--- src/rtl/auction_seq_collector_pkg.sv ---
// Shared types and constants for the streaming auction collector.
// Holds the round-size constants, the FSM state type and the unsigned bid compare.
package auction_seq_collector_pkg;

  localparam int AS_N  = 2;
  localparam int AS_W  = 2;
  localparam int NB    = 2 ** AS_N;
  localparam int CNT_W = AS_N + 1;

  typedef enum logic {
    ST_COLLECT = 1'b0,
    ST_RESULT  = 1'b1
  } state_t;

  // Same strict unsigned compare as the combinational max-tree comparator.
  function automatic logic bid_beats(input int unsigned challenger,
                                     input int unsigned incumbent);
    return challenger > incumbent;
  endfunction

endpackage

--- src/rtl/auction_seq_collector_if.sv ---
// Bid-stream and result-port bundle for the auction collector.
// valid/ready: a transfer happens on a rising clk edge where valid && ready are both high.
interface auction_seq_if #(
  parameter int N = 2,
  parameter int W = 2
);
  logic         bid_valid;
  logic         bid_ready;
  logic [W-1:0] bid;
  logic         bid_last;
  logic         result_valid;
  logic         result_ready;
  logic [N-1:0] winner;
  logic [W-1:0] winning_bid;
  logic [N:0]   bid_count;

  modport master (
    output bid_valid, bid, bid_last, result_ready,
    input  bid_ready, result_valid, winner, winning_bid, bid_count
  );

  modport slave (
    input  bid_valid, bid, bid_last, result_ready,
    output bid_ready, result_valid, winner, winning_bid, bid_count
  );
endinterface

--- src/rtl/auction_seq_collector_max_reg.sv ---
// Running-maximum register: keeps the largest bid seen so far and its arrival index.
// The first bid of a round always loads; later bids load only when strictly greater.
module auction_max_reg
  import auction_seq_collector_pkg::*;
#(
  parameter int W = AS_W,
  parameter int N = AS_N
) (
  input  logic         clk,
  input  logic         rst,
  input  logic         i_en,
  input  logic         i_first,
  input  logic [W-1:0] i_bid,
  input  logic [N-1:0] i_idx,
  output logic [W-1:0] o_max,
  output logic [N-1:0] o_winner
);

  logic [W-1:0] r_max;
  logic [N-1:0] r_winner;
  logic         w_load;

  assign w_load = i_en && (i_first || bid_beats(int'(i_bid), int'(r_max)));

  always_ff @(posedge clk or posedge rst) begin
    if (rst) begin
      r_max    <= '0;
      r_winner <= '0;
    end else if (w_load) begin
      r_max    <= i_bid;
      r_winner <= i_idx;
    end
  end

  assign o_max    = r_max;
  assign o_winner = r_winner;

endmodule

--- src/rtl/auction_seq_collector.sv ---
// Serial auction intake: collects up to 2**N bids, then offers {winner, winning_bid,
// bid_count} on the result port until downstream takes it.
module auction_seq_collector
  import auction_seq_collector_pkg::*;
#(
  parameter int N = AS_N,
  parameter int W = AS_W
) (
  input  logic         clk,
  input  logic         rst,
  auction_seq_if.slave bus,
  output state_t       o_state
);

  localparam int NB_L = 2 ** N;
  localparam logic [N:0] IDX_LAST = (N + 1)'(NB_L - 1);

  state_t     r_state;
  state_t     w_state_nxt;
  logic [N:0] r_idx;
  logic [N:0] r_bid_count;
  logic       w_accept;
  logic       w_close;
  logic       w_handshake;
  logic       w_bid_ready;
  logic       w_result_valid;

  always_ff @(posedge clk or posedge rst) begin
    if (rst) r_state <= ST_COLLECT;
    else     r_state <= w_state_nxt;
  end

  always_comb begin
    w_state_nxt    = r_state;
    w_accept       = 1'b0;
    w_close        = 1'b0;
    w_handshake    = 1'b0;
    w_bid_ready    = 1'b0;
    w_result_valid = 1'b0;
    case (r_state)
      ST_COLLECT: begin
        w_bid_ready = 1'b1;
        w_accept    = bus.bid_valid;
        // bid_last only counts when it rides on an accepted bid.
        w_close     = w_accept && (bus.bid_last || (r_idx == IDX_LAST));
        if (w_close) w_state_nxt = ST_RESULT;
      end
      ST_RESULT: begin
        w_result_valid = 1'b1;
        w_handshake    = bus.result_ready;
        if (w_handshake) w_state_nxt = ST_COLLECT;
      end
      default: w_state_nxt = ST_COLLECT;
    endcase
  end

  always_ff @(posedge clk or posedge rst) begin
    if (rst) begin
      r_idx       <= '0;
      r_bid_count <= '0;
    end else begin
      if (w_handshake)   r_idx <= '0;
      else if (w_accept) r_idx <= r_idx + 1'b1;
      if (w_close)       r_bid_count <= r_idx + 1'b1;
    end
  end

  auction_max_reg #(
    .W (W),
    .N (N)
  ) u_max_reg (
    .clk      (clk),
    .rst      (rst),
    .i_en     (w_accept),
    .i_first  (r_idx == '0),
    .i_bid    (bus.bid),
    .i_idx    (r_idx[N-1:0]),
    .o_max    (bus.winning_bid),
    .o_winner (bus.winner)
  );

  assign bus.bid_ready    = w_bid_ready;
  assign bus.result_valid = w_result_valid;
  assign bus.bid_count    = r_bid_count;
  assign o_state          = r_state;

endmodule
--- src/flat_wrapper.sv ---
// flat-port wrapper written by rule: the top's interface ports become plain ports
module auction_seq_collector_flat import auction_seq_collector_pkg::*;
#(
  parameter int N = AS_N,
  parameter int W = AS_W
)
  (clk, rst, o_state, bus_bid_valid, bus_bid, bus_bid_last, bus_result_ready, bus_bid_ready, bus_result_valid, bus_winner, bus_winning_bid, bus_bid_count);
  auction_seq_if #(.N(N), .W(W)) bus_i ();
  input  logic clk;
  input  logic rst;
  output state_t o_state;
  input wire logic [$bits(bus_i.bid_valid)-1:0] bus_bid_valid;
  input wire logic [$bits(bus_i.bid)-1:0] bus_bid;
  input wire logic [$bits(bus_i.bid_last)-1:0] bus_bid_last;
  input wire logic [$bits(bus_i.result_ready)-1:0] bus_result_ready;
  output wire logic [$bits(bus_i.bid_ready)-1:0] bus_bid_ready;
  output wire logic [$bits(bus_i.result_valid)-1:0] bus_result_valid;
  output wire logic [$bits(bus_i.winner)-1:0] bus_winner;
  output wire logic [$bits(bus_i.winning_bid)-1:0] bus_winning_bid;
  output wire logic [$bits(bus_i.bid_count)-1:0] bus_bid_count;
  assign bus_i.bid_valid = bus_bid_valid;
  assign bus_i.bid = bus_bid;
  assign bus_i.bid_last = bus_bid_last;
  assign bus_i.result_ready = bus_result_ready;
  assign bus_bid_ready = bus_i.bid_ready;
  assign bus_result_valid = bus_i.result_valid;
  assign bus_winner = bus_i.winner;
  assign bus_winning_bid = bus_i.winning_bid;
  assign bus_bid_count = bus_i.bid_count;
  auction_seq_collector #(.N(N), .W(W)) u_core (.clk(clk), .rst(rst), .bus(bus_i), .o_state(o_state));
endmodule
--- config.mk ---
export PLATFORM = sky130hd
export DESIGN_NAME = auction_seq_collector_flat
export DESIGN_NICKNAME = d
export VERILOG_FILES = /design/src/rtl/auction_seq_collector_pkg.sv /design/src/rtl/auction_seq_collector_if.sv /design/src/rtl/auction_seq_collector_max_reg.sv /design/src/rtl/auction_seq_collector.sv /design/src/flat_wrapper.sv
export SDC_FILE = /design/constraint.sdc
export NUM_CORES = 1
export LEC_CHECK = 0
export CAP_MARGIN = 20
export CORE_MARGIN = 2
export CORE_UTILIZATION = 40
export DETAILED_ROUTE_END_ITERATION = 6
export PLACE_DENSITY = 0.69
export SYNTH_ARGS = -nofsm -noshare
export SYNTH_HDL_FRONTEND = slang
export SYNTH_SLANG_ARGS = --single-unit
export TNS_END_PERCENT = 1
--- constraint.sdc ---
create_clock -name clk -period 1.7 [get_ports clk]
set_input_delay 0.34 -clock clk [delete_from_list [all_inputs] [get_ports clk]]
set_output_delay 0.34 -clock clk [all_outputs]
set_load 0.01 [all_outputs]
# == Yosys cells after proc, flatten, opt, wreduce, memory -nomap -nowiden ==
# Index checks and enable logic that the tools add are counted.
# op_classes
eq_ne,1
reduce_logical,6
order_cmp,1
addsub,1
muxes,10
bitwise_logic,1
# op_table
cell,count
two-way mux 1 bit,7
two-way mux 3 bit,2
"adder 3 x 1 -> 3 bit, second input constant",1
"== test 3 x 2 -> 1 bit, second input constant",1
logical NOT 3 bit,1
> comparator 2 bit,1
logical AND 1 bit,2
logical OR 1 bit,2
one-hot mux 1 bit (2 select lines),1
nonzero test 2 bit,1
NOT 1 bit,1
# word_totals
regBits,11
output_inout_bits,10
in_bits,7
word_cells,25

# == Logic depth before layout (Yosys ltp) ==
# Gate-level depths: netlist (run 1).
# depth
word_depth,5
depth_mapped,6
ltp_nobuf,6

# == Cells and area by module ==
# A second synthesis (run 1) with hierarchy kept.
# unflattened
hier_cells,71
area_unflattened_um2,716.9
# modules_own_cells
module,n_inst,cells_per_inst,seq_area_each_um2,area_per_inst_um2
auction_seq_collector,1,31,175.2,367.9
auction_max_reg,1,40,100.1,349.1

# == Least setup slack after synthesis (run 1) ==
# Ideal clock, no wire load.
# synth_timing
kind,register -> register
start,reg u_core.u_max_reg.r_max[1] (netlist: u_core.u_max_reg.o_max[1])
end,reg u_core.u_max_reg.r_max[0] (netlist: u_core.u_max_reg.o_max[0])
n_path_buf,0
slack_ps,178
stages_incl_launch_ff,7
t_required_ps,1575
arrival_time_ps,1397
setup_ps,125
cell_sequence,dfrtp_1 inv_1 ha_1 nand2_1 nand2_1 o32ai_4 mux2_4
# synth_via
elab_chain_cells,3
# synth_rtl
item,line_no,rtl
"start, declared",auction_seq_collector_max_reg.sv:19,logic [W-1:0] r_max;
"start signal, assigned",auction_seq_collector_max_reg.sv:30,r_max <= i_bid;
> comparator 2 bit,auction_seq_collector_pkg.sv:18,return challenger > incumbent;
logical OR 1 bit,auction_seq_collector_max_reg.sv:23,"assign w_load = i_en && (i_first || bid_beats(int'(i_bid), int'(r_max)));"
logical AND 1 bit,auction_seq_collector_max_reg.sv:23,
# Every way passes these cells.
# A chain may end at the register's enable or synchronous reset.

# == Worst setup path in the final report (run 1) ==
# layout_timing
start,in bus_bid[1]
end,reg u_core.u_max_reg.r_winner[1] (netlist: u_core.u_max_reg.o_winner[1])
# layout_via
elab_chain_cells,3
# layout_rtl
item,line_no,rtl
"start, declared",flat_wrapper.sv:13,input wire logic [$bits(bus_i.bid)-1:0] bus_bid;
> comparator 2 bit,auction_seq_collector_pkg.sv:18,
logical OR 1 bit,auction_seq_collector_max_reg.sv:23,
logical AND 1 bit,auction_seq_collector_max_reg.sv:23,
"end signal, assigned",auction_seq_collector_max_reg.sv:31,r_winner <= i_idx;
"end, declared",auction_seq_collector_max_reg.sv:20,logic [N-1:0] r_winner;
# Every way passes these cells.

==> metrics, run 1 <==
combinational power share=49.8%; Clock Latency Late Sink=260 ps; clock network fraction of design power=between 10 and 15%; Final Cycle Share=96.7%; Initial DRC Count=3; Least-Margin Pin Slew=424 ps; clk_skew=2.07 ps; synth warn=0; Final Cell Area=795 um2; post-DR wirelength/cell=12.0 um; Net Sw Frac=34.2%; Max-slew headroom=between 70% and 80%; Worst R2R Path Depth=5; total routed wirelength=1030 um; number of port buffers=16; HP Class=input pin to async pin; Max VDD drop=0.000749 V; layout cells sized above 1=21.1%; DP Area=~760 um2; clock buffer depth=2; via count=407; register area share after synthesis=a little under half; pwr dens=between 1500 and 2000 nW/um2; cell count after placement=82; unrepaired setup endpoints after global routing=no; most frequent cells in the layout=15 x clkdlybuf4s50_1, 10 x dfrtp_1, 8 x inv_1; Worst setup EP type=flop; DPL Wire Length=between 700 and 800 um; Syn Area/Cell=11.6 um2; root buf cell=clkbuf_4; Setup Crit Path Kind=input pin to flop; WP data required=1850 ps; TritonCTS Buffers=3; GR Util All Layers=about 14%; fin crit period=1640 ps; Pleak=0.000383 uW; Placer Congestion=a little under 0.7; Slew Limit Fails=0; arrival time at the worst endpoint=1800 ps; number of routed nets with antenna violations=0; TritonCTS clock tree=done; DRC Markers=0; nets=84; Die Footprint=approximately 1800 um2; outcome=finished clean; Post-CTS Setup Bufs=0; Ant. Diodes=0; clock-pin slew on the worst setup and hold paths=approximately 70 ps; pin count of the biggest net entering global routing=12; Fin. Hold Viols=0; vias in the first global route=between 400 and 500; sequential share of power=about 36%; initial core utilization=a little over two fifths; initial antenna violation count=0; Switch Pwr=445 uW; grt total ovfl=0; Row Count=13; final std cells w/o fill=86; syn_nets=62; mean number of vias per cell=~4.7; commonest non-fill, non-tap cell in the layout=clkdlybuf4s50_1; Cells after Synth=50; Die Span X=42.0 um; clk sinks=11; first-pass GRT wire length=1840 um; crit start category=input pin; MaxCap Viol Count=0; area grow syn2layout=37.4%; Int Power=about 860 uW; drt first pass iters=4; Die Span Y=42.0 um; core area=1320 um2; fmax=0.608 GHz; Yosys cell types=17; IO Pins=17; H-tree level count=1; Finish-stage setup viols=0; post-synthesis cell area=578 um2; worst-path fanout max=4; #FFs+latches synth=11
==> kinds of logic after synthesis <==
family	after synthesis	share of synthesized area (%)
muxes	5	12.3
AOI/OAI and AO/OA	9	13.0
adders and majority gates	5	10.8
buffers and inverters	10	7.14
DFF	11	47.6
and+or+nand+nor	10	9.09
==> cell usage after synthesis (all sizes together) <==
| master | count | share of area (%) |
|---|---|---|
| a21oi | 1 | 0.86 |
| a22o | 1 | 1.5 |
| buf | 1 | 1.3 |
| dfrtp | 11 | 48 |
| ha | 5 | 11 |
| inv | 9 | 5.8 |
| mux2 | 5 | 12 |
| nand2 | 8 | 5.6 |
| nand2b | 1 | 1.1 |
| nor2b | 1 | 2.4 |
| o21ai | 6 | 5.8 |
| o32ai | 1 | 4.8 |
==> worst max-delay path: stages <==
cell and delay [ps]:
clkdlybuf4s50_1 490, ha_1 250, a21oi_1 230, o32ai_4 180, mux2_4 320
==> power groups by stage <==
stage	clock [uW]	combinational (uW)	sequential, uW
final	181	648	473
after global routing	204	709	499
after CTS	190	660	475
after detailed placement	0	658	476
after global placement	0	647	475
after floorplan	0	356	505
==> through the flow <==
stage	utilization, %	hold WS, ps	setup TNS, ps	worst slack, ps	total power [uW]
6_report	60.3	358	0	55.7	1300
5_1_grt	60.3	401	0	4.62	1410
4_1_cts	60.0	370	0	1.08	1320
3_5_place_dp	58.0	473	-1080	-270	1130
3_3_place_gp	58.0	465	-973	-246	1120
2_1_floorplan	-	192	0	178	861
==> layer usage <==
| layer | vias to the layer above | share of wire [%] | GRT usage [%] |
|---|---|---|---|
| li1 | 204 | - | - |
| met1 | 186 | 47 | 18.0 |
| met2 | 15 | 44 | 21.3 |
| met3 | 2 | 7.5 | 3.45 |
| met4 | 0 | 1.3 | 11.3 |
| met5 | - | 0 | 0 |
==> state kept, by name, summed over array words and instances (netlist names) <==
name	flops
u_core.r_idx	3
u_core.u_max_reg.o_max	2
u_core.bus.bid_count	3
u_core.o_state	1
u_core.u_max_reg.o_winner	2
==> worst paths after layout <==
check                                              from                            to  slack, ps
worst max-delay path                         bus_bid[1]  u_core.u_max_reg.o_winner[1]         60
worst min-delay path                                rst  u_core.u_max_reg.o_winner[1]        360
worst max register to register          u_core.r_idx[0]  u_core.u_max_reg.o_winner[1]        130
worst min register to register  u_core.bus.bid_count[2]       u_core.bus.bid_count[2]        480
max in group asynchronous                           rst                u_core.o_state       1020
min in group clk                u_core.bus.bid_count[2]       u_core.bus.bid_count[2]        480
==> final cells by class <==
| type | instances | area, um2 |
|---|---|---|
| Inverter | 9 | 33.8 |
| Tap cell | 15 | 18.8 |
| Fill cell | 126 | 523 |
| Sequential cell | 11 | 277 |
| Clock buffer | 4 | 26.3 |
| Timing Repair Buffer | 18 | 178 |
| Multi-Input combinational cell | 29 | 262 |
==> timing repair <==
item	CTS	global route
gates resized for setup	0	2
hold buffers	0	0
setup endpoints to repair	0	7
No activity file was read; power rests on OpenSTA's default activity.
==> run 2: changes to the inputs <==
- CTS_CLUSTER_SIZE: unset -> 24
- HOLD_SLACK_MARGIN: unset -> 0.12
==> results of run 2 <==
Final layout, timing and power as in run 1 (identical DEF).
